File: config.mk
export PLATFORM = sky130hd
export DESIGN_NAME = tc_irq_ctrl
export DESIGN_NICKNAME = d
export VERILOG_FILES = /design/src/rtl/tc_pkg.sv /design/src/rtl/tc_irq_prio.sv /design/src/rtl/tc_irq_ctrl.sv
export SDC_FILE = /design/constraint.sdc
export NUM_CORES = 1
export LEC_CHECK = 0
export BUFFER_PORTS_ARGS = -buffer_cell sky130_fd_sc_hd__buf_4
export CORE_MARGIN = 10
export CORE_UTILIZATION = 23
export DETAILED_ROUTE_END_ITERATION = 8
export GPL_TIMING_DRIVEN = 0
export PLACE_DENSITY = 0.57
export SKIP_LAST_GASP = 1
export SYNTH_ARGS = -nofsm -noshare
export SYNTH_HDL_FRONTEND = slang
export SYNTH_SLANG_ARGS = --single-unit
File: constraint.sdc
create_clock -name clk -period 1.3 [get_ports clk]
set_input_delay 0.26 -clock clk [delete_from_list [all_inputs] [get_ports clk]]
set_output_delay 0.26 -clock clk [all_outputs]
set_load 0.05 [all_outputs]
File: src/rtl/tc_pkg.sv
// Shared Timer0 constants: bus addresses, flag/mask bit positions, default vectors and the IRQ FSM state type.
package tc_pkg;

    localparam logic [7:0] TC_ADDR_TCCR0A   = 8'h44;
    localparam logic [7:0] TC_ADDR_TCCR0B   = 8'h45;
    localparam logic [7:0] TC_ADDR_TCNT0    = 8'h46;
    localparam logic [7:0] TC_ADDR_OCR0A    = 8'h47;
    localparam logic [7:0] TC_ADDR_OCR0B    = 8'h48;
    localparam logic [7:0] TC_ADDR_TIFR     = 8'h35;
    localparam logic [7:0] TC_ADDR_TIMSK    = 8'h6E;
    localparam logic [7:0] TC_ADDR_LATCNT_L = 8'h6F;
    localparam logic [7:0] TC_ADDR_LATCNT_H = 8'h70;

    // Same bit positions in TIFR (flags) and TIMSK (enables)
    localparam int BIT_TOV  = 0;
    localparam int BIT_OCFA = 1;
    localparam int BIT_OCFB = 2;

    localparam int         TC_VEC_W     = 8;
    localparam logic [7:0] TC_VEC_COMPA = 8'h1C;
    localparam logic [7:0] TC_VEC_COMPB = 8'h1E;
    localparam logic [7:0] TC_VEC_OVF   = 8'h20;

    typedef enum logic [1:0] {
        IDLE    = 2'd0,
        REQ     = 2'd1,
        SERVICE = 2'd2
    } irq_state_t;

endpackage

File: src/rtl/tc_irq_prio.sv
// Fixed-priority encoder for the Timer0 interrupt sources: compare A > compare B > overflow.
module tc_irq_prio
    import tc_pkg::*;
#(
    parameter int               VEC_W     = TC_VEC_W,
    parameter logic [VEC_W-1:0] VEC_COMPA = TC_VEC_COMPA,
    parameter logic [VEC_W-1:0] VEC_COMPB = TC_VEC_COMPB,
    parameter logic [VEC_W-1:0] VEC_OVF   = TC_VEC_OVF
) (
    input  logic [2:0]       pend,
    output logic             valid,
    output logic [1:0]       idx,
    output logic [VEC_W-1:0] vec
);

    always_comb begin
        valid = 1'b0;
        idx   = 2'd0;
        vec   = '0;
        if (pend[BIT_OCFA]) begin
            valid = 1'b1;
            idx   = 2'(BIT_OCFA);
            vec   = VEC_COMPA;
        end else if (pend[BIT_OCFB]) begin
            valid = 1'b1;
            idx   = 2'(BIT_OCFB);
            vec   = VEC_COMPB;
        end else if (pend[BIT_TOV]) begin
            valid = 1'b1;
            idx   = 2'(BIT_TOV);
            vec   = VEC_OVF;
        end
    end

endmodule

File: src/rtl/tc_irq_ctrl.sv
// Timer0 interrupt controller: TIFR/TIMSK registers, priority arbitration and CPU request handshake.
// Optional build macro TC_IRQ_LATCNT_EN adds a request-to-ack latency counter at 8'h6F/8'h70.
//
// state   | meaning
// IDLE    | no request outstanding, waiting for an enabled pending flag with sreg_i=1
// REQ     | irq_req driven with a frozen vector, waiting for irq_ack
// SERVICE | request taken, CPU in ISR, waiting for reti
module tc_irq_ctrl
    import tc_pkg::*;
#(
    parameter logic [7:0]       ADDR_TIMSK = TC_ADDR_TIMSK,
    parameter logic [7:0]       ADDR_TIFR  = TC_ADDR_TIFR,
    parameter int               VEC_W      = TC_VEC_W,
    parameter logic [VEC_W-1:0] VEC_COMPA  = TC_VEC_COMPA,
    parameter logic [VEC_W-1:0] VEC_COMPB  = TC_VEC_COMPB,
    parameter logic [VEC_W-1:0] VEC_OVF    = TC_VEC_OVF
) (
    input  logic             clk,
    input  logic             rst,
    input  logic             evt_ovf,
    input  logic             evt_ocma,
    input  logic             evt_ocmb,
    input  logic             sreg_i,
    input  logic             write,
    input  logic             read,
    input  logic [7:0]       addr,
    input  logic [7:0]       wdata,
    output logic [7:0]       rdata,
    output logic             irq_req,
    output logic [VEC_W-1:0] irq_vec,
    input  logic             irq_ack,
    input  logic             reti
);

    irq_state_t       state_q, state_d;
    logic [2:0]       timsk_q, tifr_q, tifr_d;
    logic [2:0]       pend, evt_vec, w1c, ack_clr;
    logic [1:0]       src_q, src_d;
    logic             src_live, ack_take;
    logic             prio_valid;
    logic [1:0]       prio_idx;
    logic [VEC_W-1:0] prio_vec;
    logic             irq_req_d;
    logic [VEC_W-1:0] irq_vec_d;
    logic             rd_hit;
    logic [7:0]       rd_val;
    logic             wr_timsk, wr_tifr;

    assign wr_timsk = write && (addr == ADDR_TIMSK);
    assign wr_tifr  = write && (addr == ADDR_TIFR);
    assign evt_vec  = {evt_ocmb, evt_ocma, evt_ovf};
    assign pend     = tifr_q & timsk_q;
    assign ack_take = (state_q == REQ) && irq_ack;
    assign src_live = tifr_q[src_q] & timsk_q[src_q];
    assign w1c      = wr_tifr ? wdata[2:0] : 3'b000;
    assign ack_clr  = ack_take ? (3'b001 << src_q) : 3'b000;

    // Clears are applied before sets so a same-cycle event always survives
    assign tifr_d   = (tifr_q & ~w1c & ~ack_clr) | evt_vec;

    wire unused_wdata = ^wdata[7:3];

    tc_irq_prio #(
        .VEC_W     (VEC_W),
        .VEC_COMPA (VEC_COMPA),
        .VEC_COMPB (VEC_COMPB),
        .VEC_OVF   (VEC_OVF)
    ) u_prio (
        .pend  (pend),
        .valid (prio_valid),
        .idx   (prio_idx),
        .vec   (prio_vec)
    );

    always_ff @(posedge clk or posedge rst) begin
        if (rst) begin
            timsk_q <= 3'b000;
            tifr_q  <= 3'b000;
        end else begin
            if (wr_timsk) begin
                timsk_q <= wdata[2:0];
            end
            tifr_q <= tifr_d;
        end
    end

    always_ff @(posedge clk or posedge rst) begin
        if (rst) begin
            state_q <= IDLE;
            src_q   <= 2'd0;
            irq_req <= 1'b0;
            irq_vec <= '0;
        end else begin
            state_q <= state_d;
            src_q   <= src_d;
            irq_req <= irq_req_d;
            irq_vec <= irq_vec_d;
        end
    end

    // An ack in the same cycle as a collapsing source still wins: the CPU saw irq_req=1
    always_comb begin
        state_d = state_q;
        src_d   = src_q;
        case (state_q)
            IDLE: begin
                if (sreg_i && prio_valid) begin
                    state_d = REQ;
                    src_d   = prio_idx;
                end
            end
            REQ: begin
                if (irq_ack) begin
                    state_d = SERVICE;
                end else if (!(sreg_i && src_live)) begin
                    state_d = IDLE;
                end
            end
            SERVICE: begin
                if (reti) begin
                    state_d = IDLE;
                end
            end
            default: state_d = IDLE;
        endcase
    end

    always_comb begin
        irq_req_d = 1'b0;
        irq_vec_d = '0;
        if (state_d == REQ) begin
            irq_req_d = 1'b1;
            irq_vec_d = (state_q == IDLE) ? prio_vec : irq_vec;
        end
    end

`ifdef TC_IRQ_LATCNT_EN
    logic [15:0] lat_run_q, lat_cap_q;

    always_ff @(posedge clk or posedge rst) begin
        if (rst) begin
            lat_run_q <= 16'h0000;
            lat_cap_q <= 16'h0000;
        end else begin
            if (state_q == IDLE && state_d == REQ) begin
                lat_run_q <= 16'h0000;
            end else if (state_q == REQ && lat_run_q != 16'hFFFF) begin
                lat_run_q <= lat_run_q + 16'd1;
            end
            if (ack_take) begin
                lat_cap_q <= lat_run_q;
            end else if (write && addr == TC_ADDR_LATCNT_L) begin
                lat_cap_q <= 16'h0000;
            end
        end
    end
`endif

    always_comb begin
        rd_hit = 1'b1;
        rd_val = 8'h00;
        if (addr == ADDR_TIMSK) begin
            rd_val = {5'b00000, timsk_q};
        end else if (addr == ADDR_TIFR) begin
            rd_val = {5'b00000, tifr_q};
`ifdef TC_IRQ_LATCNT_EN
        end else if (addr == TC_ADDR_LATCNT_L) begin
            rd_val = lat_cap_q[7:0];
        end else if (addr == TC_ADDR_LATCNT_H) begin
            rd_val = lat_cap_q[15:8];
`endif
        end else begin
            rd_hit = 1'b0;
        end
    end

    always_ff @(posedge clk or posedge rst) begin
        if (rst) begin
            rdata <= 8'h00;
        end else if (read && rd_hit) begin
            rdata <= rd_val;
        end
    end

endmodule

==> flow_metrics.py <==
metrics = {
    "cts": {
        "clk_latency_ns": 0.25,
        "clk_path_buf_depth": 2,
        "htree_levels": 1,
        "cts_tree": "done",
        "cts_buffers": 3,
        "cts-root-buf": "clkbuf_8",
        "path_clk_slew_ns": 0.07,
        "clock_sinks": 17,
        "holdBufCountCts": 0,
    },
    "cells_and_area": {
        "final_cells": 194,
        "area_growth_pct": 53.4,
        "final_util": 0.365,
        "drive_gt1_frac": 0.576,
        "final_nets": 171,
        "antenna_cells": 0,
        "stdcell_area_um2": 1450,
        "fill_cells": 423,
    },
    "route": {
        "avgViaCountPerCell": 4.33,
        "vias": 840,
        "drc": 0,
        "ant_nets": 0,
        "first_pass_iters": 6,
        "routedWlPerCell_um": 13.8,
        "drt_wl_total_mm": 2.69,
        "drt_iter0_drc": 22,
    },
    "yosys": {
        "yosysSeqAreaShare": 0.451,
        "ys_warn_count": 0,
        "synth-async-reset-ratio": 1.00,
        "synth-edff-count": 0,
        "synth_cell_type_count": 31,
        "syn_inst": 92,
        "ys_top_cells_by_area": "dfrtp_1 45%, mux2_2 12%, buf_4 8.0%",
        "synthFlopType": "dfrtp_1",
        "synth_seq_cells": 17,
        "synth_top_area_frac": 0.451,
        "synth_area_um2": 943,
        "avgSynthCellArea_um2": 10.3,
        "netlist_top_cells_count": "17 x dfrtp_1, 11 x nand2_1, 10 x buf_4, 10 x mux2_2",
        "synth.largest_area_cell": "dfrtp_1",
        "post-synth-top-count-cell": "dfrtp_1",
    },
    "placed_design": {
        "numPortBuffers": 29,
        "placed_cells_incl_taps": 178,
        "gp_congestion": 0.686,
        "place_area_um2": 1260,
        "hpwlAfterDp_mm": 1.99,
    },
    "grt": {
        "grt_pass1_wl_mm": 4.40,
        "track_usage": 0.0752,
        "grt_pass1_vias": 956,
        "antenna_found_initial": 0,
        "gr-total-overflow": 0,
        "grt_max_degree": 18,
    },
    "status": {
        "status": "finished with violations",
        "violations": "setup timing",
    },
    "timing": {
        "clock_skew_ns": 0.00652,
        "worst_slack_ns": -0.0641,
        "worst_hold_slack_ns": 0.0965,
        "fmaxAchievable_mhz": 733,
        "rsz0062_at_grt": "true",
        "period_share": 1.05,
        "report.final.slew_viol_count": 0,
        "relSlewSlack": 0.561,
        "tightest_slew_ns": 0.658,
        "finalSetupViolations": 5,
        "hold_viol_final": 0,
        "min_period_ns": 1.36,
    },
    "worst_setup_path": {
        "max_stage_delay_ns": 0.47,
        "cp.required_ns": 1.48,
        "crit_chain": "a22oi_2, a2111o_1, a21boi_4, nor3b_2",
        "end_kind": "flip-flop",
        "critical_path_class": "reg2reg",
        "critical_path.max_fanout": 5,
        "critPathSlowestCell": "a2111o_1",
        "cp.arrival_ns": 1.55,
        "start_kind": "flip-flop",
    },
    "pwr": {
        "peakVddDrop_mv": 0.349,
        "pwr-share-comb": 0.294,
        "p_clk_frac": 0.279,
        "p_leak_nw": 0.721,
        "swShare": 0.309,
        "seqPwrFrac": 0.426,
        "power.switching_uw": 432,
        "power.internal_uw": 964,
        "powerDensity_nw_per_um2": 964,
    },
    "floorplanning": {
        "std_cell_rows": 23,
        "dieArea_um2": 7060,
        "start_util": 0.238,
        "die_height_um": 84.0,
        "placeableCoreArea_um2": 3970,
        "num_io_pins": 43,
        "die_w_um": 84.0,
    },
    "worst_hold_path": {
        "worstHoldPathType": "in2async",
    },
    "job": {
        "maxCapViolCount": 0,
    },
}
-- through the flow --
| step | setup slack [ns] | power, mW | setup TNS [ns] |
|---|---|---|---|
| after global routing | -0.119 | 1.47 | -0.682 |
| after global placement | -0.230 | 0.939 | -1.77 |
| after floorplan | -0.0757 | 0.837 | -0.0757 |
| final | -0.0641 | 1.40 | -0.221 |
| after CTS | -0.139 | 1.40 | -0.502 |
| after detailed placement | -0.304 | 0.946 | -2.24 |
-- final timing paths --
check	start	endpoint	slack (ns)	depth (start not counted)
worst max register to register	timsk_q[2]	irq_vec[5]	-0.06	4
max in group asynchronous	rst	timsk_q[1]	0.78	2
worst min-delay path	rst	irq_req	0.1	2
worst max-delay path	timsk_q[2]	irq_vec[5]	-0.06	4
worst min register to register	rdata[2]	rdata[2]	0.51	1
min in group clk	evt_ocmb	tifr_q[2]	0.20	2
-- cells by family after synthesis --
kind of cell           after synthesis  share of synthesized area
AOI/OAI and AO/OA                   15                      0.105
buffers and inverters               17                      0.110
DFF                                 17                      0.451
muxes                               11                      0.130
other                                1                    0.00397
and+or+nand+nor                     31                      0.200
-- routing by layer --
metal / GRT usage / wire, um / part of all wire
met4: 0.0365 / 44 / 0.016
met3: 0.0391 / 282 / 0.10
met5: 0 / 0 / 0
met2: 0.130 / 1340 / 0.50
met1: 0.0713 / 1020 / 0.38
-- layout make-up --
| class | instances | area (um^2) | share of cell area |
|---|---|---|---|
| timing repair buffer | 42 | 319 | 0.220 |
| buffer | 11 | 86.3 | 0.0596 |
| sequential | 17 | 425 | 0.294 |
| multi-input combinational | 65 | 489 | 0.338 |
| tap | 50 | 62.6 | 0.0432 |
| inverter | 5 | 18.8 | 0.0130 |
| clock buffer | 3 | 41.3 | 0.0285 |
| clock inverter | 1 | 5.00 | 0.00346 |
-- sequential cells by signal, summed over array words and instances, names as in the netlist --
name / cells
rdata: 3
irq_vec: 3
irq_req: 1
state_q: 2
timsk_q: 3
src_q: 2
tifr_q: 3
-- critical path: cells and delay by family, from the launching register on --
family	cells	cell delay (ns)
flops	1	0.38
compound gates	3	0.75
simple gates	1	0.16
-- layout by cell type (no fill, tap or decap), drive strengths merged --
master	synthesis	layout
buf	11	53
dfrtp	17	17
nand2	11	11
mux2	10	10
conb	1	8
inv	5	5
o21ai	5	5
nor2	4	4
clkbuf	1	3
a21oi	3	3
or2	2	2
nand4b	2	2
a31o	2	2
nor3	2	2
and4bb	1	1
and3b	1	1
nand3	1	1
nor4bb	1	1
mux2i	1	1
and3	1	1
a22oi	1	1
a2111o	1	1
nand4	1	1
o211ai	1	1
a21boi	1	1
nand3b	1	1
and4b	1	1
or3b	1	1
o31ai	1	1
nor3b	1	1
clkinv	0	1
-- power by group through the flow --
stage / registers, mW / logic (mW) / clock network, mW
6_report: 0.595 / 0.411 / 0.390
3_5_place_dp: 0.608 / 0.338 / 0
4_1_cts: 0.592 / 0.395 / 0.408
2_1_floorplan: 0.659 / 0.177 / 0
5_1_grt: 0.599 / 0.441 / 0.432
3_3_place_gp: 0.606 / 0.333 / 0
-- timing repair --
item                                    4_1_cts  5_1_grt
endpoints found under the setup margin       12       13
pin swaps                                     3       10
resized for setup                             7       10
buffers inserted                             11        2
Note: power is estimated with default switching activity, not from simulation.
